--- src/rtl/imm_decode_pipe_pkg.sv ---
// Shared opcode constants, immediate class encoding and XLEN check
// for the immediate decode pipe.
package imm_decode_pipe_pkg;

  localparam logic [6:0] OPC_LOAD     = 7'b0000011;
  localparam logic [6:0] OPC_MISC_MEM = 7'b0001111;
  localparam logic [6:0] OPC_OP_IMM   = 7'b0010011;
  localparam logic [6:0] OPC_AUIPC    = 7'b0010111;
  localparam logic [6:0] OPC_STORE    = 7'b0100011;
  localparam logic [6:0] OPC_LUI      = 7'b0110111;
  localparam logic [6:0] OPC_BRANCH   = 7'b1100011;
  localparam logic [6:0] OPC_JALR     = 7'b1100111;
  localparam logic [6:0] OPC_JAL      = 7'b1101111;
  localparam logic [6:0] OPC_SYSTEM   = 7'b1110011;

  typedef enum logic [2:0] {
    IMM_I     = 3'd0,
    IMM_S     = 3'd1,
    IMM_B     = 3'd2,
    IMM_U     = 3'd3,
    IMM_J     = 3'd4,
    IMM_SHAMT = 3'd5,
    IMM_ZIMM  = 3'd6,
    IMM_NONE  = 3'd7
  } imm_type_t;

  function automatic bit xlen_legal(int xlen);
    return (xlen == 32) || (xlen == 64);
  endfunction

endpackage

--- src/rtl/imm_decode_pipe_if.sv ---
// Fetch-side and consumer-side handshake bundle of the decode pipe.
// slave = pipe view, master = driver/consumer view.
interface imm_decode_pipe_if
  import imm_decode_pipe_pkg::*;
#(
  parameter int XLEN       = 32,
  parameter int INST_WIDTH = 32,
  parameter int ADDR_WIDTH = 32
) ();

  logic                  in_valid;
  logic                  in_ready;
  logic [INST_WIDTH-1:0] in_inst;
  logic [ADDR_WIDTH-1:0] in_pc;
  logic                  flush;
  logic                  out_valid;
  logic                  out_ready;
  logic [XLEN-1:0]       out_imm;
  imm_type_t             out_type;
  logic [ADDR_WIDTH-1:0] out_pc;
  logic                  out_illegal;

  modport slave (
    input  in_valid, in_inst, in_pc, flush, out_ready,
    output in_ready, out_valid, out_imm, out_type,
    output out_pc, out_illegal
  );

  modport master (
    output in_valid, in_inst, in_pc, flush, out_ready,
    input  in_ready, out_valid, out_imm, out_type,
    input  out_pc, out_illegal
  );

endinterface

--- src/rtl/imm_decode_pipe_core.sv ---
// Combinational RISC-V immediate extractor (imm_decode_core).
// Ports: inst_i -> imm_o (XLEN), type_o, illegal_o.
module imm_decode_core
  import imm_decode_pipe_pkg::*;
#(
  parameter int XLEN       = 32,
  parameter int INST_WIDTH = 32
) (
  input  logic [INST_WIDTH-1:0] inst_i,
  output logic [XLEN-1:0]       imm_o,
  output imm_type_t             type_o,
  output logic                  illegal_o
);

  if (!xlen_legal(XLEN)) begin : g_bad_xlen
    $error("imm_decode_core: XLEN must be 32 or 64");
  end

  logic [6:0]  opc;
  logic [2:0]  f3;
  logic [11:0] i12;
  logic [11:0] s12;
  logic [12:0] b13;
  logic [20:0] j21;
  logic [31:0] u32;
  logic [5:0]  sh6;
  logic [4:0]  zi5;

  assign opc = inst_i[6:0];
  assign f3  = inst_i[14:12];
  assign i12 = inst_i[31:20];
  assign s12 = {inst_i[31:25], inst_i[11:7]};
  assign b13 = {inst_i[31], inst_i[7],
                inst_i[30:25], inst_i[11:8], 1'b0};
  assign j21 = {inst_i[31], inst_i[19:12],
                inst_i[20], inst_i[30:21], 1'b0};
  assign u32 = {inst_i[31:12], 12'h000};
  assign zi5 = inst_i[19:15];

  // RV64 shift amounts carry a sixth bit
  assign sh6 = (XLEN == 64) ? inst_i[25:20]
                            : {1'b0, inst_i[24:20]};

  logic is_opi, is_sh, is_i, is_s, is_b;
  logic is_j, is_u, is_sys, is_zi, is_none;

  assign is_opi  = (opc == OPC_OP_IMM);
  assign is_sh   = is_opi & ((f3 == 3'b001) | (f3 == 3'b101));
  assign is_i    = (is_opi & ~is_sh) | (opc == OPC_LOAD)
                 | (opc == OPC_JALR);
  assign is_s    = (opc == OPC_STORE);
  assign is_b    = (opc == OPC_BRANCH);
  assign is_j    = (opc == OPC_JAL);
  assign is_u    = (opc == OPC_LUI) | (opc == OPC_AUIPC);
  assign is_sys  = (opc == OPC_SYSTEM);
  assign is_zi   = is_sys & f3[2];
  assign is_none = (is_sys & ~f3[2]) | (opc == OPC_MISC_MEM);

  always_comb begin
    imm_o     = '0;
    type_o    = IMM_NONE;
    illegal_o = 1'b0;
    unique case (1'b1)
      is_sh: begin
        imm_o  = XLEN'(sh6);
        type_o = IMM_SHAMT;
      end
      is_i: begin
        imm_o  = XLEN'($signed(i12));
        type_o = IMM_I;
      end
      is_s: begin
        imm_o  = XLEN'($signed(s12));
        type_o = IMM_S;
      end
      is_b: begin
        imm_o  = XLEN'($signed(b13));
        type_o = IMM_B;
      end
      is_j: begin
        imm_o  = XLEN'($signed(j21));
        type_o = IMM_J;
      end
      is_u: begin
        imm_o  = XLEN'($signed(u32));
        type_o = IMM_U;
      end
      is_zi: begin
        imm_o  = XLEN'(zi5);
        type_o = IMM_ZIMM;
      end
      is_none: begin
        imm_o  = XLEN'(i12);
        type_o = IMM_NONE;
      end
      default: begin
        illegal_o = 1'b1;
      end
    endcase
  end

endmodule

--- src/rtl/imm_decode_pipe.sv ---
// Immediate decode stage: decode at input, two-entry output/skid buffer.
// Ports: clk, rst (sync, active-high), bus (slave handshake bundle).
module imm_decode_pipe
  import imm_decode_pipe_pkg::*;
#(
  parameter int XLEN       = 32,
  parameter int INST_WIDTH = 32,
  parameter int ADDR_WIDTH = 32
) (
  input logic             clk,
  input logic             rst,
  imm_decode_pipe_if.slave bus
);

  logic [XLEN-1:0] dec_imm;
  imm_type_t       dec_type;
  logic            dec_ill;

  imm_decode_core #(
    .XLEN       (XLEN),
    .INST_WIDTH (INST_WIDTH)
  ) u_core (
    .inst_i    (bus.in_inst),
    .imm_o     (dec_imm),
    .type_o    (dec_type),
    .illegal_o (dec_ill)
  );

  logic                  out_v_q, out_v_d;
  logic [XLEN-1:0]       out_imm_q, out_imm_d;
  imm_type_t             out_type_q, out_type_d;
  logic [ADDR_WIDTH-1:0] out_pc_q, out_pc_d;
  logic                  out_ill_q, out_ill_d;

  logic                  sk_v_q, sk_v_d;
  logic [XLEN-1:0]       sk_imm_q, sk_imm_d;
  imm_type_t             sk_type_q, sk_type_d;
  logic [ADDR_WIDTH-1:0] sk_pc_q, sk_pc_d;
  logic                  sk_ill_q, sk_ill_d;

  logic in_fire;
  logic out_free;

  assign in_fire  = bus.in_valid & ~sk_v_q;
  assign out_free = ~out_v_q | bus.out_ready;

  always_comb begin
    out_v_d    = out_v_q;
    out_imm_d  = out_imm_q;
    out_type_d = out_type_q;
    out_pc_d   = out_pc_q;
    out_ill_d  = out_ill_q;
    sk_v_d     = sk_v_q;
    sk_imm_d   = sk_imm_q;
    sk_type_d  = sk_type_q;
    sk_pc_d    = sk_pc_q;
    sk_ill_d   = sk_ill_q;
    if (out_free) begin
      // skid is older than anything arriving, so it drains first
      if (sk_v_q) begin
        out_v_d    = 1'b1;
        out_imm_d  = sk_imm_q;
        out_type_d = sk_type_q;
        out_pc_d   = sk_pc_q;
        out_ill_d  = sk_ill_q;
        sk_v_d     = 1'b0;
      end else if (in_fire) begin
        out_v_d    = 1'b1;
        out_imm_d  = dec_imm;
        out_type_d = dec_type;
        out_pc_d   = bus.in_pc;
        out_ill_d  = dec_ill;
      end else begin
        out_v_d    = 1'b0;
      end
    end else if (in_fire) begin
      sk_v_d    = 1'b1;
      sk_imm_d  = dec_imm;
      sk_type_d = dec_type;
      sk_pc_d   = bus.in_pc;
      sk_ill_d  = dec_ill;
    end
    if (bus.flush) begin
      out_v_d = 1'b0;
      sk_v_d  = 1'b0;
    end
  end

  always_ff @(posedge clk) begin
    if (rst) begin
      out_v_q    <= 1'b0;
      out_imm_q  <= '0;
      out_type_q <= IMM_NONE;
      out_pc_q   <= '0;
      out_ill_q  <= 1'b0;
      sk_v_q     <= 1'b0;
      sk_imm_q   <= '0;
      sk_type_q  <= IMM_NONE;
      sk_pc_q    <= '0;
      sk_ill_q   <= 1'b0;
    end else begin
      out_v_q    <= out_v_d;
      out_imm_q  <= out_imm_d;
      out_type_q <= out_type_d;
      out_pc_q   <= out_pc_d;
      out_ill_q  <= out_ill_d;
      sk_v_q     <= sk_v_d;
      sk_imm_q   <= sk_imm_d;
      sk_type_q  <= sk_type_d;
      sk_pc_q    <= sk_pc_d;
      sk_ill_q   <= sk_ill_d;
    end
  end

  assign bus.in_ready    = ~sk_v_q;
  assign bus.out_valid   = out_v_q;
  assign bus.out_imm     = out_imm_q;
  assign bus.out_type    = out_type_q;
  assign bus.out_pc      = out_pc_q;
  assign bus.out_illegal = out_ill_q;

endmodule

--- src/flat_wrapper.sv ---
// flat-port wrapper written by rule: the top's interface ports become plain ports
module imm_decode_pipe_flat import imm_decode_pipe_pkg::*;
#(
  parameter int XLEN       = 32,
  parameter int INST_WIDTH = 32,
  parameter int ADDR_WIDTH = 32
)
  (clk, rst, bus_in_valid, bus_in_inst, bus_in_pc, bus_flush, bus_out_ready, bus_in_ready, bus_out_valid, bus_out_imm, bus_out_type, bus_out_pc, bus_out_illegal);
  imm_decode_pipe_if #(.XLEN(XLEN), .INST_WIDTH(INST_WIDTH), .ADDR_WIDTH(ADDR_WIDTH)) bus_i ();
  input logic clk;
  input logic rst;
  input wire logic [$bits(bus_i.in_valid)-1:0] bus_in_valid;
  input wire logic [$bits(bus_i.in_inst)-1:0] bus_in_inst;
  input wire logic [$bits(bus_i.in_pc)-1:0] bus_in_pc;
  input wire logic [$bits(bus_i.flush)-1:0] bus_flush;
  input wire logic [$bits(bus_i.out_ready)-1:0] bus_out_ready;
  output wire logic [$bits(bus_i.in_ready)-1:0] bus_in_ready;
  output wire logic [$bits(bus_i.out_valid)-1:0] bus_out_valid;
  output wire logic [$bits(bus_i.out_imm)-1:0] bus_out_imm;
  output wire logic [$bits(bus_i.out_type)-1:0] bus_out_type;
  output wire logic [$bits(bus_i.out_pc)-1:0] bus_out_pc;
  output wire logic [$bits(bus_i.out_illegal)-1:0] bus_out_illegal;
  assign bus_i.in_valid = bus_in_valid;
  assign bus_i.in_inst = bus_in_inst;
  assign bus_i.in_pc = bus_in_pc;
  assign bus_i.flush = bus_flush;
  assign bus_i.out_ready = bus_out_ready;
  assign bus_in_ready = bus_i.in_ready;
  assign bus_out_valid = bus_i.out_valid;
  assign bus_out_imm = bus_i.out_imm;
  assign bus_out_type = bus_i.out_type;
  assign bus_out_pc = bus_i.out_pc;
  assign bus_out_illegal = bus_i.out_illegal;
  imm_decode_pipe #(.XLEN(XLEN), .INST_WIDTH(INST_WIDTH), .ADDR_WIDTH(ADDR_WIDTH)) u_core (.clk(clk), .rst(rst), .bus(bus_i));
endmodule
--- config.mk ---
export PLATFORM = sky130hd
export DESIGN_NAME = imm_decode_pipe_flat
export DESIGN_NICKNAME = d
export VERILOG_FILES = /design/src/rtl/imm_decode_pipe_pkg.sv /design/src/rtl/imm_decode_pipe_if.sv /design/src/rtl/imm_decode_pipe_core.sv /design/src/rtl/imm_decode_pipe.sv /design/src/flat_wrapper.sv
export SDC_FILE = /design/constraint.sdc
export NUM_CORES = 1
export LEC_CHECK = 0
export CAP_MARGIN = 20
export CORE_ASPECT_RATIO = 1.75
export CORE_MARGIN = 2
export CORE_UTILIZATION = 52
export CTS_BUF_LIST = sky130_fd_sc_hd__clkbuf_4 sky130_fd_sc_hd__clkbuf_8
export DETAILED_ROUTE_END_ITERATION = 8
export MAX_ROUTING_LAYER = met4
export PLACE_DENSITY = 0.83
export SYNTH_ARGS = -nofsm -noshare
export SYNTH_HDL_FRONTEND = slang
export SYNTH_SLANG_ARGS = --single-unit
export TNS_END_PERCENT = 100
--- constraint.sdc ---
create_clock -name clk -period 2.75 [get_ports clk]
set_input_delay 0.55 -clock clk [delete_from_list [all_inputs] [get_ports clk]]
set_output_delay 0.55 -clock clk [all_outputs]
set_load 0.01 [all_outputs]
# ---- After elaboration in Yosys (flattened, before gate mapping)
# Index checks and enable logic that the tools add are counted.
dict set report classes {
  n_lt_le_gt_ge 0
  n_eq_ne 12
  n_bitwise 16
  muxes 13
  n_addsub 0
  n_reduce_logical 6
  div 0
  n_mul 0
  n_shift 0
}
# op n
set op_table {}
lappend op_table {{32-bit one-hot mux with 8 select lines} 1}
lappend op_table {{32-bit 2-to-1 mux} 4}
lappend op_table {{7-bit == test, second input constant} 4}
lappend op_table {{3-bit one-hot mux with 7 select lines} 1}
lappend op_table {{7-bit by 5-bit == test with 1-bit output, second input constant} 2}
lappend op_table {{7-bit by 6-bit == test with 1-bit output, second input constant} 2}
lappend op_table {{8-bit OR reduction} 1}
lappend op_table {{7-bit by 2-bit == test with 1-bit output, second input constant} 1}
lappend op_table {{7-bit by 4-bit == test with 1-bit output, second input constant} 1}
lappend op_table {{3-bit 2-to-1 mux} 2}
lappend op_table {{1-bit bitwise OR} 6}
lappend op_table {{1-bit bitwise AND} 5}
lappend op_table {{1-bit 2-to-1 mux} 5}
lappend op_table {{1-bit NOT} 5}
lappend op_table {{2-bit AND reduction} 2}
lappend op_table {{3-bit by 1-bit == test with 1-bit output, second input constant} 1}
lappend op_table {{3-bit == test, second input constant} 1}
lappend op_table {{3-bit OR reduction} 1}
lappend op_table {{2-bit nonzero test} 1}
lappend op_table {{2-bit OR reduction} 1}
dict set report word_totals {
  output_inout_bits 70
  latch_bits 0
  memories 0
  romBits 0
  regBits 138
  elab_cells 57
  in_bits 69
  ramBits 0
}

# ---- Longest topological paths before layout
# Gate-level depths: netlist (run 1).
dict set report logic_depth {
  ltp_word 11
  ltp_mapped 9
  mapped_depth_nobuf 5
}

# ---- Modules after synthesis
# Synthesis (run 1) repeated with hierarchy kept, for this count alone.
dict set report hier_totals {
  hier_cells 736
  area_unflattened_um2 6313.6
}
# mod cells_each instances seq_area_each_um2 area_each_um2
set by_module_without_submodules {}
lappend by_module_without_submodules {imm_decode_pipe 618 1 2762.6 5550.3}
lappend by_module_without_submodules {imm_decode_core 118 1 0.0 763.2}

# ---- Worst setup path before layout (run 1)
# Ideal clock, no wire load.
dict set report synth_timing {
  kind {input to register}
  startpoint {in bus_in_inst[3]}
  endpoint {reg u_core.out_type_q[2] (netlist: u_core.bus.out_type[2])}
  n_path_buf 2
  path_slack_ns 0.546
  setup_ns 0.120
  cell_stages 7
  required_ns 2.630
  t_arrival_ns 2.084
  path_cell_list {buf_6 -> nand4bb_1 -> buf_6 -> nor3b_4 -> nor4_2 -> or4_1 -> a211o_1}
}
dict set report synth_between {
  elab_chain_len 9
  word_cells_on_any_way 19
  classes_between {9 x eq/ne; 3 x mux; 7 x bitwise}
}
# item line
set synth_lines {}
lappend synth_lines {{from (decl)} flat_wrapper.sv:13} ;# input wire logic [$bits(bus_i.in_inst)-1:0] bus_in_inst;
lappend synth_lines {{7-bit by 5-bit == test with 1-bit output} imm_decode_pipe_core.sv:47} ;# assign is_opi = (opc == OPC_OP_IMM);
lappend synth_lines {{1-bit bitwise AND} imm_decode_pipe_core.sv:48} ;# assign is_sh = is_opi & ((f3 == 3'b001) | (f3 == 3'b101));
lappend synth_lines {{1-bit NOT} imm_decode_pipe_core.sv:49} ;# assign is_i = (is_opi & ~is_sh) | (opc == OPC_LOAD)
lappend synth_lines {{1-bit bitwise AND} imm_decode_pipe_core.sv:49}
lappend synth_lines {{1-bit bitwise OR} imm_decode_pipe_core.sv:49}
lappend synth_lines {{1-bit bitwise OR} imm_decode_pipe_core.sv:50} ;# | (opc == OPC_JALR);
lappend synth_lines {{3-bit one-hot mux with 7 select lines *} imm_decode_pipe_core.sv:63} ;# unique case (1'b1)
lappend synth_lines {{3-bit 2-to-1 mux *} imm_decode_pipe.sv:67} ;# end else if (in_fire) begin
lappend synth_lines {{3-bit 2-to-1 mux *} imm_decode_pipe.sv:60} ;# if (sk_v_q) begin
lappend synth_lines {{to (signal assigned)} imm_decode_pipe.sv:104} ;# out_type_q <= out_type_d;
lappend synth_lines {{to (decl)} imm_decode_pipe.sv:31} ;# imm_type_t out_type_q, out_type_d;
# Every way passes the cells marked *; elsewhere a longest branch is shown, timed or not. The select of a mux whose other input is x is not followed.
# A chain may end at the register's enable or synchronous reset.

# ---- Final worst setup path (run 1)
dict set report layout_timing {
  startpoint {reg u_core.sk_v_q}
  endpoint {out bus_in_ready}
}
dict set report layout_between {
  elab_chain_len 1
}
# item line
set layout_lines {}
lappend layout_lines {{from (decl)} imm_decode_pipe.sv:35} ;# logic sk_v_q, sk_v_d;
lappend layout_lines {{from (signal assigned)} imm_decode_pipe.sv:107} ;# sk_v_q <= sk_v_d;
lappend layout_lines {{1-bit NOT} imm_decode_pipe.sv:115} ;# assign bus.in_ready = ~sk_v_q;
lappend layout_lines {{to (decl)} flat_wrapper.sv:17} ;# output wire logic [$bits(bus_i.in_ready)-1:0] bus_in_ready;
# No other way between the ends.

==> key figures, run 1 <==
Die
  • Die height: 145 µm
  • FP Rows: 51
  • Die area: 12,300 µm²
  • Die X: 84.7 µm
  • Ports: 139
  • Initial Utilization: 53.3%
  • Core Region: 11,100 µm²

Worst setup path
  • Worst EP required: 2.20 ns
  • Crit path launch type: flip-flop
  • Arr. time, crit path: 2.05 ns
  • CP Max Fanout: 19
  • Crit. End Element: primary output
  • Setup CP Type: flip-flop to primary output

Cells and area
  • Reg area: 2760 µm²
  • Filler-free cell count of the finished design: approximately 980
  • Layout area overhead: 33.3%
  • Layout cell share with drive strength beyond 1: 9.57%
  • Area of the multi-input gates: ~2900 µm²
  • ANT cells: 0
  • Commonest non-fill, non-tap cells in the layout: clkdlybuf4s50_1, dfxtp_1, nand2_1
  • Fin nets: 903
  • Fillers: 855

Logic synthesis
  • Top cells by area, synth: dfxtp_1, nand2_1, a211oi_1
  • Synthesized flop and latch total: 138
  • Post-synth EDFFs: 0
  • Cell count after synthesis: between 700 and 800
  • Netlist cell types: 50
  • Share of the synthesized area in the top cell type: 46.7%
  • Synthesized area: 5920 µm²
  • Sequential-to-total area share from yosys stat: between 40% and 50%
  • Area leader, netlist: dfxtp_1
  • Syn nets: 775
  • Asr flop ratio synth: 0%
  • Top_reg_cell synth: dfxtp_1
  • Mean Syn Cell Area: 8.38 µm²
  • Synth Warn #: 0

Global route
  • Initial antenna violation count: 0
  • Grt ovf: 0
  • Global router's overall resource usage: 29.9%
  • Global-route wire length before repair: 29,000 µm
  • Largest net degree at the start of global routing: 72
  • Vias in the first global route: 5,878

Drt
  • Antenna Violating Nets Remaining: 0
  • Initial drt markers: 480
  • WL final: around 18,000 µm
  • DRT Pass-1 Iters: 5
  • DR vias/cell: 6.06
  • DRC: 0
  • Vias post-DR: approximately 6,000
  • WL/cell: 18.5 µm

STA
  • Fmax: between 300 and 400 MHz
  • RSZ-0062 raised after global routing: no
  • Crit share post-route: 94.4%
  • Max Slew Vio Count: 0
  • # setup viols final: 0
  • Endpoints failing hold: 0
  • Final TNS setup: 0 ns
  • Clk_skew: 0.0111 ns
  • Min cycle time layout: around 2.6 ns
  • Slew of the pin with the lowest slew margin: 0.896 ns
  • Worst slew margin: between 40% and 50%

Place
  • GP Congestion: 0.900
  • Post-Place Cells: around 950
  • PortBufs: 138
  • Final HPWL from detailed placement: 12,900 µm

Power
  • Pwr Total: 4300 µW
  • Pleak: 0.00269 µW
  • PwrDens: 545 nW/µm²
  • Worst IR Drop VDD: 0.000381 V

Run status
  • Run status: completed

Min path
  • Hold/Removal Path Class: flip-flop to flip-flop

CTS
  • Clk Latency, worst-skew pair: 0.44 ns
  • Num Clock Sinks: 138
  • Post-cts hold buffer count: 0
  • Reg clk slew, reported paths: 0.08 ns
  • Num CTS Buffers: 17
  • Post-CTS Setup Inserts: 0
  • Clock root cell: clkbuf_8
  • Resize count post-CTS: 0
  • H-tree depth: 4
  • CTS tree: built
  • Clock Tree Buf Depth: 2

Flow run
  • Max cap viols: 0
final cells by class:
class,count,share of cell area [%]
Tap cell,132,2.09
Inverter,10,0.476
Timing Repair Buffer,172,21.0
Clock inverter,13,1.82
Sequential cell,138,35.0
Clock buffer,18,3.06
Multi-Input combinational cell,495,36.5
layer usage:
metal / GRT usage (%) / share of wire [%] / vias up
li1: - / - / 2785
met1: 32.3 / 37 / 2831
met2: 53.2 / 54 / 261
met3: 5.12 / 5.3 / 50
met4: 12.2 / 3.3 / 0
met5: - / 0 / -
registers in the layout, summed over array words and instances (netlist names):
| register | cells |
|---|---|
| u_core.bus.out_type | 3 |
| u_core.sk_ill_q | 1 |
| u_core.sk_v_q | 1 |
| u_core.sk_type_q | 3 |
| u_core.sk_pc_q | 32 |
| u_core.bus.out_valid | 1 |
| u_core.bus.out_imm | 32 |
| u_core.sk_imm_q | 32 |
| u_core.bus.out_pc | 32 |
| u_core.bus.out_illegal | 1 |
where the power goes:
part,internal (µW),leakage [µW],switching (µW)
sequential,2070,0.00113,41.8
clock,820,0.000197,805
combinational,280,0.00137,282
worst paths after layout:
path	start	to	slack, ns	cells after the start
setup / recovery	u_core.sk_v_q	bus_in_ready	0.15	2
hold reg to reg	u_core.sk_pc_q[15]	u_core.sk_pc_q[15]	0.46	2
setup reg to reg	u_core.sk_v_q	u_core.bus.out_imm[23]	0.65	5
hold / removal	u_core.sk_pc_q[15]	u_core.sk_pc_q[15]	0.46	2
per-stage QoR:
stage	worst slack, ns	hold WS, ns	instance area, µm²	utilization (%)
finish	0.153	0.456	7890	71.1
global route	0.105	0.476	7890	71.1
CTS	0.181	0.458	7890	71.1
detailed placement	-0.0384	0.447	7510	67.6
global placement	0.0100	0.441	7510	67.6
floorplan	0.546	0.432	5920	-
worst max-delay path: stages, from the launching register on:
cell             delay [ns]
dfxtp_2                0.65
inv_1                  0.38
clkdlybuf4s50_1        0.58
logic make-up after synthesis:
kind of cell           share of synthesized area [%]
flip-flops                                      46.7
AO/OA/AOI/OAI                                   24.1
buffers and inverters                           5.01
multiplexers                                    5.41
AND/OR/NAND/NOR                                 18.8
synthesized netlist by cell type, types with 12 or more instances:
master,count
nor2_1,71
a221oi_1,16
o21ai_0,23
nand2_1,126
a211oi_1,61
a21oi_1,62
dfxtp_1,138
mux2i_1,32
clkbuf_1,50
nand3_1,12
nor3_1,13
No activity file was read; power rests on OpenSTA's default activity.
==> run 2, diff against run 1 <==
CELL_PAD_IN_SITES_DETAIL_PLACEMENT = 0   (was not set)
CELL_PAD_IN_SITES_GLOBAL_PLACEMENT = 1   (was not set)
CORE_UTILIZATION = 38   (was 52)
PLACE_DENSITY = not set   (was 0.83)
PLACE_DENSITY_LB_ADDON = 0.1   (was not set)
==> run 2 against run 1 <==
  * Sequential cell count unchanged
  * Final area increased by 2.3%
  * Register-to-register slack better by 0.20 ns
  * Critical path depth is 5 higher
  * Sequential share of layout area down 0.80 points
  * Final cell count increased by 5.6%
==> key figures, run 2 (synthesis gave the netlist of run 1 again) <==
Run status
  • Run status: completed

Die
  • Core Region: 15,300 µm²
  • Initial Utilization: 38.7%
  • Die X: 98.3 µm
  • Die area: 16,600 µm²
  • Ports: around 140
  • FP Rows: 60
  • Die height: 169 µm

CTS
  • Post-cts hold buffer count: 0
  • Clock Tree Buf Depth: 2
  • Clk Latency, worst-skew pair: between 0.4 and 0.5 ns
  • Post-CTS Setup Inserts: 0
  • Num Clock Sinks: around 140
  • Resize count post-CTS: 0
  • Clock root cell: clkbuf_8
  • Num CTS Buffers: 17
  • Reg clk slew, reported paths: ~0.080 ns
  • CTS tree: built
  • H-tree depth: 4

Flow run
  • Max cap viols: 0

Min path
  • Hold/Removal Path Class: flip-flop to flip-flop
  • WHS Path Cells: 2

Cells and area
  • Commonest non-fill, non-tap cells in the layout: clkdlybuf4s50_1, dfxtp_1, nand2_1
  • Layout cell share with drive strength beyond 1: 9.68%
  • Filler-free cell count of the finished design: 1,033
  • Final core occ: 52.7%
  • Fin nets: 903
  • ANT cells: 0
  • Layout area overhead: 36.5%

STA
  • Final worst slack: 0.366 ns
  • Fmax: between 400 and 500 MHz
  • Slew of the pin with the lowest slew margin: roughly 0.65 ns
  • Max Slew Vio Count: 0
  • Clk_skew: 0.00908 ns
  • Final TNS setup: 0 ns
  • RSZ-0062 raised after global routing: no
  • Endpoints failing hold: 0
  • # setup viols final: 0
  • Worst slew margin: 56.5%
  • Min cycle time layout: 2.38 ns
  • Crit share post-route: roughly 87%

Worst setup path
  • Setup CP Type: input pin to flip-flop
  • Biggest cell delay along the critical path: ~0.57 ns
  • Most frequent CP cell: buf_4
  • CP Max Fanout: 9
  • Crit path launch type: input pin
  • Worst EP required: 3.09 ns
  • Slowest CP cell: clkdlybuf4s50_1
  • Reg2reg path depth: 6
  • Crit. End Element: flip-flop
  • Critical-path cell list: clkdlybuf4s50_1, buf_4, or2_2, o22ai_1, buf_4, a222oi_1, a221oi_1
  • Arr. time, crit path: 2.73 ns

Drt
  • Vias post-DR: around 5,700
  • DRT Pass-1 Iters: 5
  • DRC: 0
  • Antenna Violating Nets Remaining: 0
  • WL/cell: 17.2 µm
  • DR vias/cell: between 5 and 6
  • Initial drt markers: between 200 and 250
  • WL final: 17,800 µm

Place
  • GP Congestion: 0.893
  • Post-Place Cells: 1,001
  • Worst slack at placement: -0.0932 ns
  • PortBufs: 138
  • Final HPWL from detailed placement: 12,600 µm

Global route
  • Vias in the first global route: 5,556
  • Grt ovf: 0
  • Largest net degree at the start of global routing: just under 90
  • Global-route wire length before repair: 28,000 µm
  • Global router's overall resource usage: 21.6%
  • Initial antenna violation count: 0

Power
  • PwrDens: 569 nW/µm²
  • Worst IR Drop VDD: 0.000308 V
  • Pleak: 0.00274 µW
## run 2: worst max-delay path: cells and delay by family
family,cells,cell delay (ns)
compound gates,3,0.84
buf+inv,3,1.03
simple gates,1,0.32
## run 2: layer usage
layer  GRT usage [%]  vias to the layer above  wire length (µm)
li1                -                     2796                 -
met1            22.7                     2699              6890
met2            38.2                      154              9460
met3            4.58                       26               849
met4            10.4                        0               569
met5               -                        -                 0
## run 2: where the power goes
group / leakage [µW] / switching (µW) / internal, µW
Combinational: 0.00138 / 274 / 284
Sequential: 0.00113 / 39.0 / 2070
Clock: 0.000230 / 808 / 1130
## run 2: path summary, 6_finish.rpt
| path | start | end | slack [ns] |
|---|---|---|---|
| worst max-delay path | bus_in_inst[6] | u_core.bus.out_imm[1] | 0.37 |
| worst min-delay path | u_core.sk_pc_q[28] | u_core.sk_pc_q[28] | 0.46 |
| worst max register to register | u_core.sk_v_q | u_core.sk_imm_q[30] | 0.85 |
| worst min register to register | u_core.sk_pc_q[28] | u_core.sk_pc_q[28] | 0.46 |
## run 2: through the flow
stage	total power [µW]	hold slack, ns	instance area [µm²]
floorplan	2390	0.432	5920
global placement	2710	0.441	7610
detailed placement	2720	0.448	7610
CTS	4660	0.458	8080
global route	4790	0.472	8080
finish	4600	0.457	8080
## run 2: cell type report
cell class	count	area (µm²)
inverter	10	37.5
tap	186	233
timing repair buffer	172	1700
fill	1507	7240
sequential	138	2760
multi-input combinational	495	2880
clock inverter	12	209
clock buffer	20	256
==> run 3, diff against run 2 <==
HOLD_SLACK_MARGIN = 0.12   (was not set)
PLACE_DENSITY = 0.89   (was not set)
PLACE_DENSITY_LB_ADDON = not set   (was 0.1)
==> run 3 against run 2 <==
  * Final area decreased by 0.51%
  * Critical path depth is 5 lower
  * Wire length down 2.4%
  * First-iteration DRC count up 11%
  * Clock skew grew 0.0022 ns
  * Sequential cell count did not move
  * Combinational power is 0.9% higher
  * Setup slack lost 0.045 ns
  * Count of clock-buffer cells in the layout is 2 lower
  * Clock power decreased by 8%
  * Via count decreased by 0.56%
  * Global-route usage is 0.081 points lower
  * Critical endpoint is now bus_in_ready
==> key figures, run 3 (synthesis gave the netlist of run 1 again) <==
STA
  • Clk_skew: 0.0113 ns
  • Slew of the pin with the lowest slew margin: 0.912 ns
  • Final worst slack: 0.322 ns
  • Max Slew Vio Count: 0
  • Worst slew margin: 39.2%
  • # setup viols final: 0
  • Endpoints failing hold: 0
  • Crit share post-route: 88.3%
  • RSZ-0062 raised after global routing: no
  • Min cycle time layout: 2.43 ns
  • Fmax: 412 MHz

Global route
  • Grt ovf: 0
  • Vias in the first global route: 5,489
  • Initial antenna violation count: 0
  • Global router's overall resource usage: 21.6%
  • Largest net degree at the start of global routing: 60
  • Global-route wire length before repair: ~28,000 µm

Cells and area
  • Fin nets: 908
  • Commonest non-fill, non-tap cells in the layout: clkdlybuf4s50_1, dfxtp_1, nand2_1
  • Layout cell share with drive strength beyond 1: 10.2%
  • Final core occ: 52.5%
  • Cell area after layout: 8040 µm²
  • Filler-free cell count of the finished design: approximately 1,000
  • ANT cells: 0
  • Layout area overhead: 35.8%

Drt
  • DRT Pass-1 Iters: 5
  • Initial drt markers: approximately 280
  • Vias post-DR: 5,643
  • WL final: 17,300 µm
  • DR vias/cell: approximately 5.4
  • DRC: 0
  • Antenna Violating Nets Remaining: 0
  • WL/cell: roughly 17 µm

Die
  • Initial Utilization: 38.7%
  • Die X: around 98 µm
  • Core Region: 15,300 µm²
  • Ports: 139
  • FP Rows: 60
  • Die height: 169 µm
  • Die area: 16,600 µm²

Worst setup path
  • Worst EP required: 2.20 ns
  • Crit path launch type: flip-flop
  • CP Max Fanout: 17
  • R2r startpoint: u_core.sk_v_q
  • Crit. End Element: primary output
  • Arr. time, crit path: 1.88 ns
  • Setup CP Type: flip-flop to primary output
  • Critical path launch point: u_core.sk_v_q

CTS
  • Post-CTS Setup Inserts: 0
  • Clock root cell: clkbuf_8
  • Reg clk slew, reported paths: 0.08 ns
  • Num Clock Sinks: 138
  • Post-cts hold buffer count: 0
  • H-tree depth: 4
  • Clk Latency, worst-skew pair: between 0.4 and 0.5 ns
  • Resize count post-CTS: 0
  • Num CTS Buffers: 17
  • CTS tree: built
  • Clock Tree Buf Depth: 2

Min path
  • Hold wc startpoint: u_core.sk_pc_q[16]
  • Hold/Removal Path Class: flip-flop to flip-flop

Place
  • Post-Place Cells: about 1,000
  • GP Congestion: roughly 0.92
  • Worst slack at placement: -0.0859 ns
  • Final HPWL from detailed placement: 12,300 µm
  • Placed cell areas: 7610 µm²
  • PortBufs: roughly 140

Run status
  • Run status: completed

Power
  • Worst IR Drop VDD: 0.000276 V
  • Pleak: 0.00272 µW
  • PwrDens: 553 nW/µm²
  • Pwr Total: 4440 µW

Flow run
  • Max cap viols: 0
==> run 3: layout make-up <==
| cell class | count | area (µm²) |
|---|---|---|
| multi-input cells | 495 | 2880 |
| flip-flops and latches | 138 | 2760 |
| inverters | 10 | 37.5 |
| clock inverters | 14 | 183 |
| repair buffers | 177 | 1700 |
| clock buffers | 18 | 241 |
| fillers | 1508 | 7280 |
| well taps | 186 | 233 |
==> run 3: path summary, 6_finish.rpt <==
path | end | slack [ns] | depth (start not counted)
hold / removal | u_core.sk_pc_q[16] | 0.46 | 2
hold reg to reg | u_core.sk_pc_q[16] | 0.46 | 2
setup / recovery | bus_in_ready | 0.32 | 2
setup reg to reg | u_core.bus.out_pc[19] | 0.46 | 7
==> run 3: per-layer routing <==
layer | up-vias | track usage, % | routed length [µm]
li1 | 2806 | - | -
met1 | 2637 | 23.2 | 6900
met2 | 166 | 37.9 | 9140
met3 | 34 | 3.51 | 662
met4 | 0 | 11.0 | 635
met5 | - | - | 0
==> run 3: worst max-delay path, stage by stage, from the launching register on <==
cell,delay (ns)
dfxtp_2,0.33
inv_1,0.41
clkdlybuf4s50_1,0.70
==> run 3: metrics by stage <==
stage / hold slack (ns) / TNS [ns]
finish: 0.456 / 0
floorplan: 0.432 / 0
global route: 0.469 / 0
detailed placement: 0.444 / -0.537
CTS: 0.455 / 0
global placement: 0.439 / -0.0163
==> run 3: power by group <==
group          leakage [µW]  switching, µW  internal, µW  total [µW]
sequential          0.00113           37.7          2070        2110
clock              0.000205            847           927        1770
combinational       0.00139            277           286         563
